`src/rtl/fp_div_seq.sv`:
```
// fp_div_seq: multi-cycle IEEE-754 divider (in1 / in2).
// A radix-2 restoring divider produces one quotient bit per cycle. One
// normalise/round cycle follows, and the result is held until it is accepted.
// Special operands bypass the divider and are ready one cycle after accept.
// Subnormal operands are flushed to signed zero.
module fp_div_seq #(
    parameter int EXP_W = 8,
    parameter int MAN_W = 23,
    localparam int W    = 1 + EXP_W + MAN_W,
    localparam int BIAS = 2**(EXP_W-1) - 1
) (
    input  logic         clk,
    input  logic         rst,
    input  logic         in_valid,
    output logic         in_ready,
    input  logic [W-1:0] in1,
    input  logic [W-1:0] in2,
    output logic         out_valid,
    input  logic         out_ready,
    output logic [W-1:0] final_res,
    output logic         div_by_zero,
    output logic         invalid
);

    localparam int SW    = MAN_W + 1;   // significand including hidden one
    localparam int RW    = MAN_W + 2;   // partial remainder (one headroom bit)
    localparam int QW    = MAN_W + 3;   // quotient: integer bit, fraction, guard, extra
    localparam int EW    = EXP_W + 2;   // signed working exponent
    localparam int CNT_W = $clog2(QW);

    localparam logic [CNT_W-1:0]     LAST_STEP = CNT_W'(QW - 1);
    localparam logic signed [EW-1:0] BIAS_E    = EW'(BIAS);
    localparam logic signed [EW-1:0] EMAX      = EW'((2**EXP_W) - 1);
    localparam logic signed [EW-1:0] ONE_E     = EW'(1);
    localparam logic signed [EW-1:0] ZERO_E    = '0;
    localparam logic [W-1:0]         QNAN      = {1'b0, {EXP_W{1'b1}}, 1'b1, {(MAN_W-1){1'b0}}};

    typedef enum logic [1:0] {
        IDLE = 2'd0,
        DIV  = 2'd1,
        NORM = 2'd2,
        DONE = 2'd3
    } state_t;

    state_t state, state_nxt;

    // Operand fields and classes
    logic               sa, sb, s_q;
    logic [EXP_W-1:0]   ea, eb;
    logic [MAN_W-1:0]   fa, fb;
    logic               a_nan, b_nan, a_inf, b_inf, a_zero, b_zero;

    // Special-case result for the operands currently presented
    logic               spec_hit;
    logic [W-1:0]       spec_word;
    logic               spec_dbz;
    logic               spec_inv;

    // Divider datapath
    logic                    sign_r;
    logic signed [EW-1:0]    e_r;
    logic [RW-1:0]           rem_r;
    logic [SW-1:0]           div_r;
    logic [QW-1:0]           q_r;
    logic [CNT_W-1:0]        cnt_r;
    logic                    q_bit;
    logic [RW-1:0]           rem_sub;

    // Held result
    logic [W-1:0]            final_r;
    logic                    dbz_r;
    logic                    inv_r;

    logic                    accept;

    assign sa = in1[W-1];
    assign ea = in1[W-2:MAN_W];
    assign fa = in1[MAN_W-1:0];
    assign sb = in2[W-1];
    assign eb = in2[W-2:MAN_W];
    assign fb = in2[MAN_W-1:0];
    assign s_q = sa ^ sb;

    assign a_nan  = (&ea) &  (|fa);
    assign b_nan  = (&eb) &  (|fb);
    assign a_inf  = (&ea) & ~(|fa);
    assign b_inf  = (&eb) & ~(|fb);
    assign a_zero = ~(|ea);
    assign b_zero = ~(|eb);

    assign accept = in_valid & in_ready;

    // Pack sign/exponent/fraction, saturating to inf on overflow and to zero on underflow
    function automatic logic [W-1:0] saturate(input logic s,
                                              input logic signed [EW-1:0] e,
                                              input logic [MAN_W-1:0] frac);
        if (e >= EMAX)
            return {s, {EXP_W{1'b1}}, {MAN_W{1'b0}}};
        else if (e <= ZERO_E)
            return {s, {(W-1){1'b0}}};
        else
            return {s, e[EXP_W-1:0], frac};
    endfunction

    // Normalise the raw quotient, round to nearest even, then range-check
    function automatic logic [W-1:0] round_pack(input logic s,
                                                input logic signed [EW-1:0] e_in,
                                                input logic [QW-1:0] q,
                                                input logic rem_nz);
        logic [QW-1:0]        qn;
        logic signed [EW-1:0] e;
        logic [SW-1:0]        mant;
        logic [SW:0]          mant_r;
        logic                 guard;
        logic                 sticky;
        logic                 rup;
        if (q[QW-1]) begin
            qn = q;
            e  = e_in;
        end else begin
            // ratio below one: the next bit is guaranteed set
            qn = q << 1;
            e  = e_in - ONE_E;
        end
        mant   = qn[QW-1:2];
        guard  = qn[1];
        sticky = qn[0] | rem_nz;
        rup    = guard & (sticky | mant[0]);
        mant_r = {1'b0, mant} + {{SW{1'b0}}, rup};
        if (mant_r[SW]) begin
            // carry out of rounding leaves 10.00..0; renormalise
            e      = e + ONE_E;
            mant_r = mant_r >> 1;
        end
        return saturate(s, e, mant_r[MAN_W-1:0]);
    endfunction

    // Classify the presented operands by priority into a special result
    always_comb begin
        spec_hit  = 1'b0;
        spec_word = '0;
        spec_dbz  = 1'b0;
        spec_inv  = 1'b0;
        if (a_nan | b_nan | (a_zero & b_zero) | (a_inf & b_inf)) begin
            spec_hit  = 1'b1;
            spec_word = QNAN;
            spec_inv  = 1'b1;
        end else if (a_inf) begin
            spec_hit  = 1'b1;
            spec_word = {s_q, {EXP_W{1'b1}}, {MAN_W{1'b0}}};
        end else if (b_zero) begin
            spec_hit  = 1'b1;
            spec_word = {s_q, {EXP_W{1'b1}}, {MAN_W{1'b0}}};
            spec_dbz  = 1'b1;
        end else if (a_zero | b_inf) begin
            spec_hit  = 1'b1;
            spec_word = {s_q, {(W-1){1'b0}}};
        end
    end

    // One restoring step: subtract the divisor when it fits
    always_comb begin
        q_bit   = (rem_r >= {1'b0, div_r});
        rem_sub = q_bit ? (rem_r - {1'b0, div_r}) : rem_r;
    end

    // State register
    always_ff @(posedge clk) begin
        if (rst)
            state <= IDLE;
        else
            state <= state_nxt;
    end

    // Next-state logic
    always_comb begin
        state_nxt = state;
        case (state)
            IDLE: if (accept)              state_nxt = spec_hit ? DONE : DIV;
            DIV:  if (cnt_r == LAST_STEP)  state_nxt = NORM;
            NORM:                          state_nxt = DONE;
            DONE: if (out_ready)           state_nxt = IDLE;
            default:                       state_nxt = IDLE;
        endcase
    end

    // Handshake outputs decoded from state
    always_comb begin
        in_ready  = (state == IDLE);
        out_valid = (state == DONE);
    end

    // Operand capture, iterative divide, rounding and result hold
    always_ff @(posedge clk) begin
        if (rst) begin
            final_r <= '0;
            dbz_r   <= 1'b0;
            inv_r   <= 1'b0;
            cnt_r   <= '0;
        end else begin
            case (state)
                IDLE: begin
                    if (accept) begin
                        sign_r <= s_q;
                        e_r    <= $signed({2'b00, ea}) - $signed({2'b00, eb}) + BIAS_E;
                        rem_r  <= {1'b0, 1'b1, fa};
                        div_r  <= {1'b1, fb};
                        q_r    <= '0;
                        cnt_r  <= '0;
                        dbz_r  <= spec_dbz;
                        inv_r  <= spec_inv;
                        if (spec_hit)
                            final_r <= spec_word;
                    end
                end
                DIV: begin
                    // remainder after subtract is below the divisor, so the shift is lossless
                    rem_r <= rem_sub << 1;
                    q_r   <= {q_r[QW-2:0], q_bit};
                    cnt_r <= cnt_r + CNT_W'(1);
                end
                NORM: begin
                    final_r <= round_pack(sign_r, e_r, q_r, |rem_r);
                end
                DONE: begin
                    if (out_ready) begin
                        dbz_r <= 1'b0;
                        inv_r <= 1'b0;
                    end
                end
                default: ;
            endcase
        end
    end

    assign final_res   = final_r;
    assign div_by_zero = dbz_r;
    assign invalid     = inv_r;

endmodule

```
`config.mk`:
```
export PLATFORM = sky130hd
export DESIGN_NAME = fp_div_seq
export DESIGN_NICKNAME = d
export VERILOG_FILES = /design/src/rtl/fp_div_seq.sv
export SDC_FILE = /design/constraint.sdc
export NUM_CORES = 1
export LEC_CHECK = 0
export BUFFER_PORTS_ARGS = -buffer_cell sky130_fd_sc_hd__buf_2
export CORE_MARGIN = 2
export CORE_UTILIZATION = 50
export DETAILED_ROUTE_END_ITERATION = 10
export PLACE_DENSITY = 0.73
export SLEW_MARGIN = 10
export SYNTH_ARGS = -nofsm -noshare
export SYNTH_HDL_FRONTEND = slang
export SYNTH_SLANG_ARGS = --single-unit
```
`constraint.sdc`:
```
create_clock -name clk -period 4.7 [get_ports clk]
set_input_delay 0.94 -clock clk [delete_from_list [all_inputs] [get_ports clk]]
set_output_delay 0.94 -clock clk [all_outputs]
set_load 0.03 [all_outputs]
```
==> results of run 1 <==
[layer usage]
metal	wire length, microns	up-vias	track usage (%)
li1	-	3680	-
met2	8978	205	35.11
met1	9384	3394	30.59
met3	992	33	5.125
met5	0	-	0
met4	369	0	7.813
[flip-flops by register name, indices dropped and copies added, names as in the netlist]
| register | cells |
|---|---|
| final_res | 32 |
| div_by_zero | 1 |
| rem_r | 25 |
| div_r | 23 |
| invalid | 1 |
| state | 2 |
| sign_r | 1 |
| cnt_r | 5 |
| q_r | 26 |
| e_r | 10 |
[through the flow]
stage | hold WS (ns) | power (W) | area (sq um) | instances
floorplan | 0.4793 | 0.003403 | 8633 | 963
finish | 0.4470 | 0.005178 | 9908 | 1293
detailed placement | 0.4398 | 0.003912 | 9340 | 1261
CTS | 0.4527 | 0.005188 | 9908 | 1293
global placement | 0.4368 | 0.003881 | 9340 | 1261
global route | 0.4881 | 0.005541 | 9908 | 1293
[Yosys cell counts, types with 6 or more instances]
cell / n / area share [%]
nand2_1: 124 / 5.4
edfxtp_1: 85 / 30
nor2_1: 74 / 3.2
inv_1: 54 / 2.3
xnor2_1: 49 / 5.0
a21oi_1: 48 / 2.8
o21ai_0: 44 / 2.6
dfxtp_1: 41 / 9.5
ha_1: 41 / 5.9
and2_1: 34 / 2.5
xor2_1: 34 / 3.4
a31oi_1: 31 / 2.2
clkbuf_1: 27 / 1.2
nor4_1: 22 / 1.6
nand3_1: 20 / 1.2
mux2i_1: 16 / 1.9
nand4_1: 16 / 1.2
nor3_1: 15 / 0.87
a22o_1: 13 / 1.3
nor2b_1: 13 / 0.94
a21o_1: 11 / 0.96
or3_1: 11 / 0.80
and3_1: 8 / 0.58
nand2b_1: 8 / 0.58
buf_4: 7 / 0.61
o211ai_1: 7 / 0.61
or2_2: 7 / 0.51
nor4b_1: 6 / 0.61
o21a_1: 6 / 0.52
o21bai_1: 6 / 0.52
or4_1: 6 / 0.52
[kinds of logic (layout without fill, tap and decap cells)]
kind of cell	count (synthesis)	in the layout	synth area share (%)
compound gates	210	210	15.94
xor+xnor	83	83	8.422
buf+inv	94	199	4.508
flops	126	126	39.08
simple gates	385	385	23.00
mux	22	22	2.638
fa+ha+maj	43	43	6.407
[critical path: stages (launching register included)]
cell and delay (ns):
edfxtp_1 0.48, nand2b_1 0.23, a21oi_1 0.14, ha_1 0.23, nand3_2 0.12, or4b_1 0.70
or4_4 0.57, or4b_4 0.53, and2_4 0.18, a41o_4 0.22, nand4bb_4 0.33, nor3_4 0.31
a22o_1 0.17
[layout make-up]
cell class / count / area, sq um / share of cell area [%]
well taps: 225 / 281.5 / 2.841
inverters: 54 / 202.7 / 2.046
clock inverters: 12 / 78.83 / 0.7956
flip-flops and latches: 126 / 3373 / 34.04
clock buffers: 20 / 489.2 / 4.937
multi-input cells: 743 / 4892 / 49.37
repair buffers: 113 / 590.6 / 5.960
[where the power goes]
group	total (W)	internal (W)	leakage (nW)	switching (W)
Sequential	0.00177	0.00151	1.13	0.000255
Clock	0.00126	0.000750	0.292	0.000507
Combinational	0.00215	0.000839	2.54	0.00131
[path summary, 6_finish.rpt]
kind	startpoint	to	slack, ns
worst min-delay path	final_res[18]	final_res[18]	0.45
worst max register to register	q_r[25]	final_res[17]	0.41
worst min register to register	final_res[18]	final_res[18]	0.45
worst max-delay path	q_r[25]	final_res[17]	0.41
==> flow_summary_export.csv, run 1 <==
group,metric,value,unit
synthesis,yosysUniqueCellTypes,76,
synthesis,synthFlopType,"edfxtp_1",
detailed_routing,dr.first_iter.drc_count,614,
global_route,grtUsageTotal,22.39,%
timing,finalCritPeriodShare,91.28,%
timing,rsz0062_at_grt,"no",
detailed_routing,drt_first_pass_iters,5,
synthesis,async_reset_ff_share,0,%
synthesis,netlist_area,8632,sq um
detailed_routing,ant_nets,0,
clock_tree,hold_buffers,0,
die,die-area,18330,sq um
synthesis,synth_edf_count,85,
place,port_buffers,103,
job,max-cap-violations,0,
power_and_ir_drop,powerDensity,522.6,nW/um^2
place,place_congestion,0.9385,
timing,fin_skew,0.008908,ns
final_layout,drive_gt1_share,16.48,%
synthesis,ys_seq_area_share,39.08,%
detailed_routing,drt_wl_total,19.73,mm
final_layout,synthToLayoutAreaGrowth,14.78,%
worst_hold_path,hold_path.class,"flop to flop",
critical_path,crit_path_end_kind,"flop",
synthesis,synth_fp_nets,1074,
clock_tree,root_buffer,"clkbuf_16",
die,die_width,135.4,microns
clock_tree,cts_buffers,17,
critical_path,reg2reg_depth,12,
global_route,grt_pass1_wl,32.52,mm
final_layout,n_fill_cell,1532,
outcome,status,"finished clean",
timing,slew_headroom,29.34,%
timing,setup_violations,0,
final_layout,post-route-util,58.09,%
final_layout,mostFrequentLayoutCells,"124 x nand2_1, 103 x buf_2, 85 x edfxtp_1",
synthesis,syn_inst,963,
detailed_routing,routedWlPerCell,15.26,microns
global_route,overflow,0,
timing,period_needed,4.290,ns
clock_tree,cts_resized,0,
clock_tree,clk_latency,0.43,ns
synthesis,yosys_warnings,0,
clock_tree,cts_tree,"done",
clock_tree,h-tree-depth,4,
critical_path,crit_required,5.07,ns
global_route,grt_pass1_vias,6711,
place,pre_cts_slack,0.4388,ns
place,dpl.hpwl,14.89,mm
critical_path,critPathLaunchType,"flop",
power_and_ir_drop,vdd_drop_max,0.3233,mV
timing,setup_ws,0.4098,ns
final_layout,final_common_cell,"nand2_1",
power_and_ir_drop,cellLeakagePower,3.966,nW
critical_path,worstSetupPathType,"flop to flop",
critical_path,worstPathMaxFanout,8,
final_layout,finalNetCount,1166,
timing,drv_slew,0,
global_route,grt_max_degree,82,
timing,clock.fmax,233.1,MHz
synthesis,synth_seq_cells,126,
timing,worstMarginPinSlew,1.060,ns
clock_tree,cts.clk_slew.worst_paths,0.06,ns
clock_tree,clockBufferDepth,2,
die,ioPinCount,104,
detailed_routing,viasPerCell,5.655,
clock_tree,post_cts_buffers,0,
clock_tree,cts.sinks,126,
final_layout,diodes,0,
die,start_util,50.61,%
die,die_y,135.4,microns
timing,tns,0,ns
timing,hold_violations,0,
global_route,antenna_found_initial,0,
die,floorplan.rows,48,
die,core,17060,sq um
worst_hold_path,hold_depth,2,
synthesis,syn_avg_cell_area,8.964,sq um
detailed_routing,vias,7312,
detailed_routing,route.detailed.drc,0,
critical_path,arrival,4.66,ns
Note: power is estimated with default switching activity, not from simulation.
==> run 2, diff against run 1 <==
- CORE_MARGIN: 2 -> 1
- CTS_BUF_LIST: default -> sky130_fd_sc_hd__clkbuf_16
==> run 2 against run 1 <==
- non-clock buffer count increased by 2
- die area fell by 2.9%
- highest routed layer unchanged
- critical path type unchanged
- combinational power up 2%
- largest cell class unchanged
- maximum frequency increased by 1.6%
- via count is 0.98% higher
==> flow_summary_export.csv, run 2 (synthesis results as in run 1) <==
group,metric,value,unit
outcome,status,"finished clean",
die,start_util,51.69,%
clock_tree,cts.sinks,126,
detailed_routing,viasPerCell,5.724,
detailed_routing,ant_nets,0,
final_layout,drive_gt1_share,16.17,%
global_route,grtUsageMet2,37.27,%
power_and_ir_drop,power_frac_clock,24.3,%
worst_hold_path,hold_depth,2,
die,die_width,133.4,microns
job,max-cap-violations,0,
power_and_ir_drop,vdd_drop_max,0.3556,mV
detailed_routing,dr.first_iter.drc_count,536,
critical_path,reg2reg_depth,12,
power_and_ir_drop,power_frac_seq,33.8,%
timing,clock.fmax,236.8,MHz
power_and_ir_drop,cellLeakagePower,3.966,nW
place,place_congestion,0.9309,
detailed_routing,drt_wl_total,20.31,mm
clock_tree,cts.clk_slew.worst_paths,0.06,ns
final_layout,regArea,3373,sq um
final_layout,synthToLayoutAreaGrowth,14.81,%
power_and_ir_drop,p_sw_share,39.94,%
clock_tree,hold_buffers,0,
clock_tree,root_buffer,"clkbuf_16",
critical_path,timing.rr.end,"final_res[5]",
global_route,grtUsageTotal,23.67,%
power_and_ir_drop,power,0.005223,W
worst_hold_path,hold_end,"final_res[12]",
timing,finalCritPeriodShare,89.86,%
critical_path,worstPathMaxFanout,8,
critical_path,rr_startpoint,"q_r[25]",
power_and_ir_drop,switchingPower,0.002086,W
global_route,overflow,0,
global_route,grt_max_degree,82,
clock_tree,cts_buffers,17,
worst_hold_path,min_from,"final_res[12]",
timing,worstMarginPinSlew,1.055,ns
global_route,grt.busiest_layer,"met2",
timing,setup_violations,0,
worst_hold_path,hold_path.class,"flop to flop",
timing,hold_violations,0,
die,floorplan.rows,47,
critical_path,critPathLaunchType,"flop",
die,die-area,17790,sq um
final_layout,largest_reg_flops,32,
power_and_ir_drop,p_int,0.003137,W
die,die_y,133.4,microns
timing,slew_headroom,29.68,%
die,ioPinCount,104,
global_route,use_met1,32.42,%
clock_tree,cts_tree,"done",
place,dpl.hpwl,15.25,mm
detailed_routing,drt_first_pass_iters,5,
timing,drv_slew,0,
critical_path,r2r_slack,0.48,ns
detailed_routing,vias,7384,
final_layout,diodes,0,
final_layout,mostFrequentLayoutCells,"124 x nand2_1, 103 x buf_2, 85 x edfxtp_1",
global_route,grt_pass1_wl,33.30,mm
clock_tree,post_cts_buffers,0,
global_route,antenna_found_initial,0,
clock_tree,h-tree-depth,4,
clock_tree,cts_resized,0,
clock_tree,clk_latency,0.43,ns
power_and_ir_drop,comb_power_share,41.9,%
place,port_buffers,103,
final_layout,n_fill_cell,1508,
critical_path,worstSetupPathType,"flop to flop",
detailed_routing,route.detailed.drc,0,
critical_path,crit_path_end_kind,"flop",
die,core,16700,sq um
critical_path,crit_required,5.07,ns
critical_path,arrival,4.59,ns
timing,fin_skew,0.008179,ns
final_layout,multi_input_area,4897,sq um
clock_tree,clockBufferDepth,2,
power_and_ir_drop,powerDensity,527.1,nW/um^2
global_route,use_met3,3.957,%
timing,tns,0,ns
detailed_routing,routedWlPerCell,15.74,microns
final_layout,finalNetCount,1168,
global_route,grt_pass1_vias,6780,
final_layout,final_common_cell,"nand2_1",
timing,rsz0062_at_grt,"no",
timing,period_needed,4.224,ns
==> run 2: stage by stage <==
stage / worst slack, ns / cells / cell area (sq um) / hold WS (ns) / util (%)
finish: 0.4764 / 1290 / 9911 / 0.4515 / 59.34
global route: 0.2955 / 1290 / 9911 / 0.4804 / 59.34
detailed placement: 0.4982 / 1258 / 9354 / 0.4380 / 56.01
CTS: 0.4761 / 1290 / 9911 / 0.4511 / 59.34
floorplan: 0.001406 / 963 / 8633 / 0.4793 / -
global placement: 0.5451 / 1258 / 9354 / 0.4312 / 56.01
==> run 2: final cells by class <==
class / instances / area share [%]
clock inverter: 15 / 1.326
tap: 220 / 2.777
sequential: 126 / 34.04
inverter: 54 / 2.045
timing repair buffer: 115 / 6.110
clock buffer: 17 / 4.292
multi-input combinational: 743 / 49.41
==> run 2: worst max-delay path by stage <==
| stage | from | end | slack, ns |
|---|---|---|---|
| 2_1_floorplan | q_r[25] | final_res[13] | 0.001 |
| 3_3_place_gp | q_r[25] | final_res[1] | 0.55 |
| 3_5_place_dp | q_r[25] | final_res[5] | 0.50 |
| 4_1_cts | q_r[25] | final_res[5] | 0.48 |
| 5_1_grt | q_r[25] | final_res[5] | 0.30 |
| 6_report | q_r[25] | final_res[5] | 0.48 |
==> run 2: worst max-delay path, cell delays in order, from the launching register on <==
cell	delay, ns
edfxtp_1	0.44
nand2b_1	0.20
a21oi_1	0.14
ha_1	0.23
nand3_2	0.12
or4b_1	0.70
or4_4	0.58
or4b_4	0.54
and2_4	0.18
a41o_4	0.22
nand4bb_4	0.32
nor3_4	0.32
a22o_1	0.17
==> run 2: power groups by stage <==
stage,sequential (W),combinational (W),clock [W]
finish,0.00177,0.00219,0.00127
detailed placement,0.00178,0.00217,0
floorplan,0.00170,0.00170,0
CTS,0.00176,0.00219,0.00128
global route,0.00180,0.00244,0.00133
global placement,0.00177,0.00214,0
==> run 2: metal layers <==
| metal | vias to the layer above | wire, microns | share of wire, % |
|---|---|---|---|
| met3 | 30 | 952 | 4.7 |
| met5 | - | 0 | 0 |
| met1 | 3444 | 9679 | 48 |
| met4 | 0 | 471 | 2.3 |
| li1 | 3686 | - | - |
| met2 | 224 | 9206 | 45 |
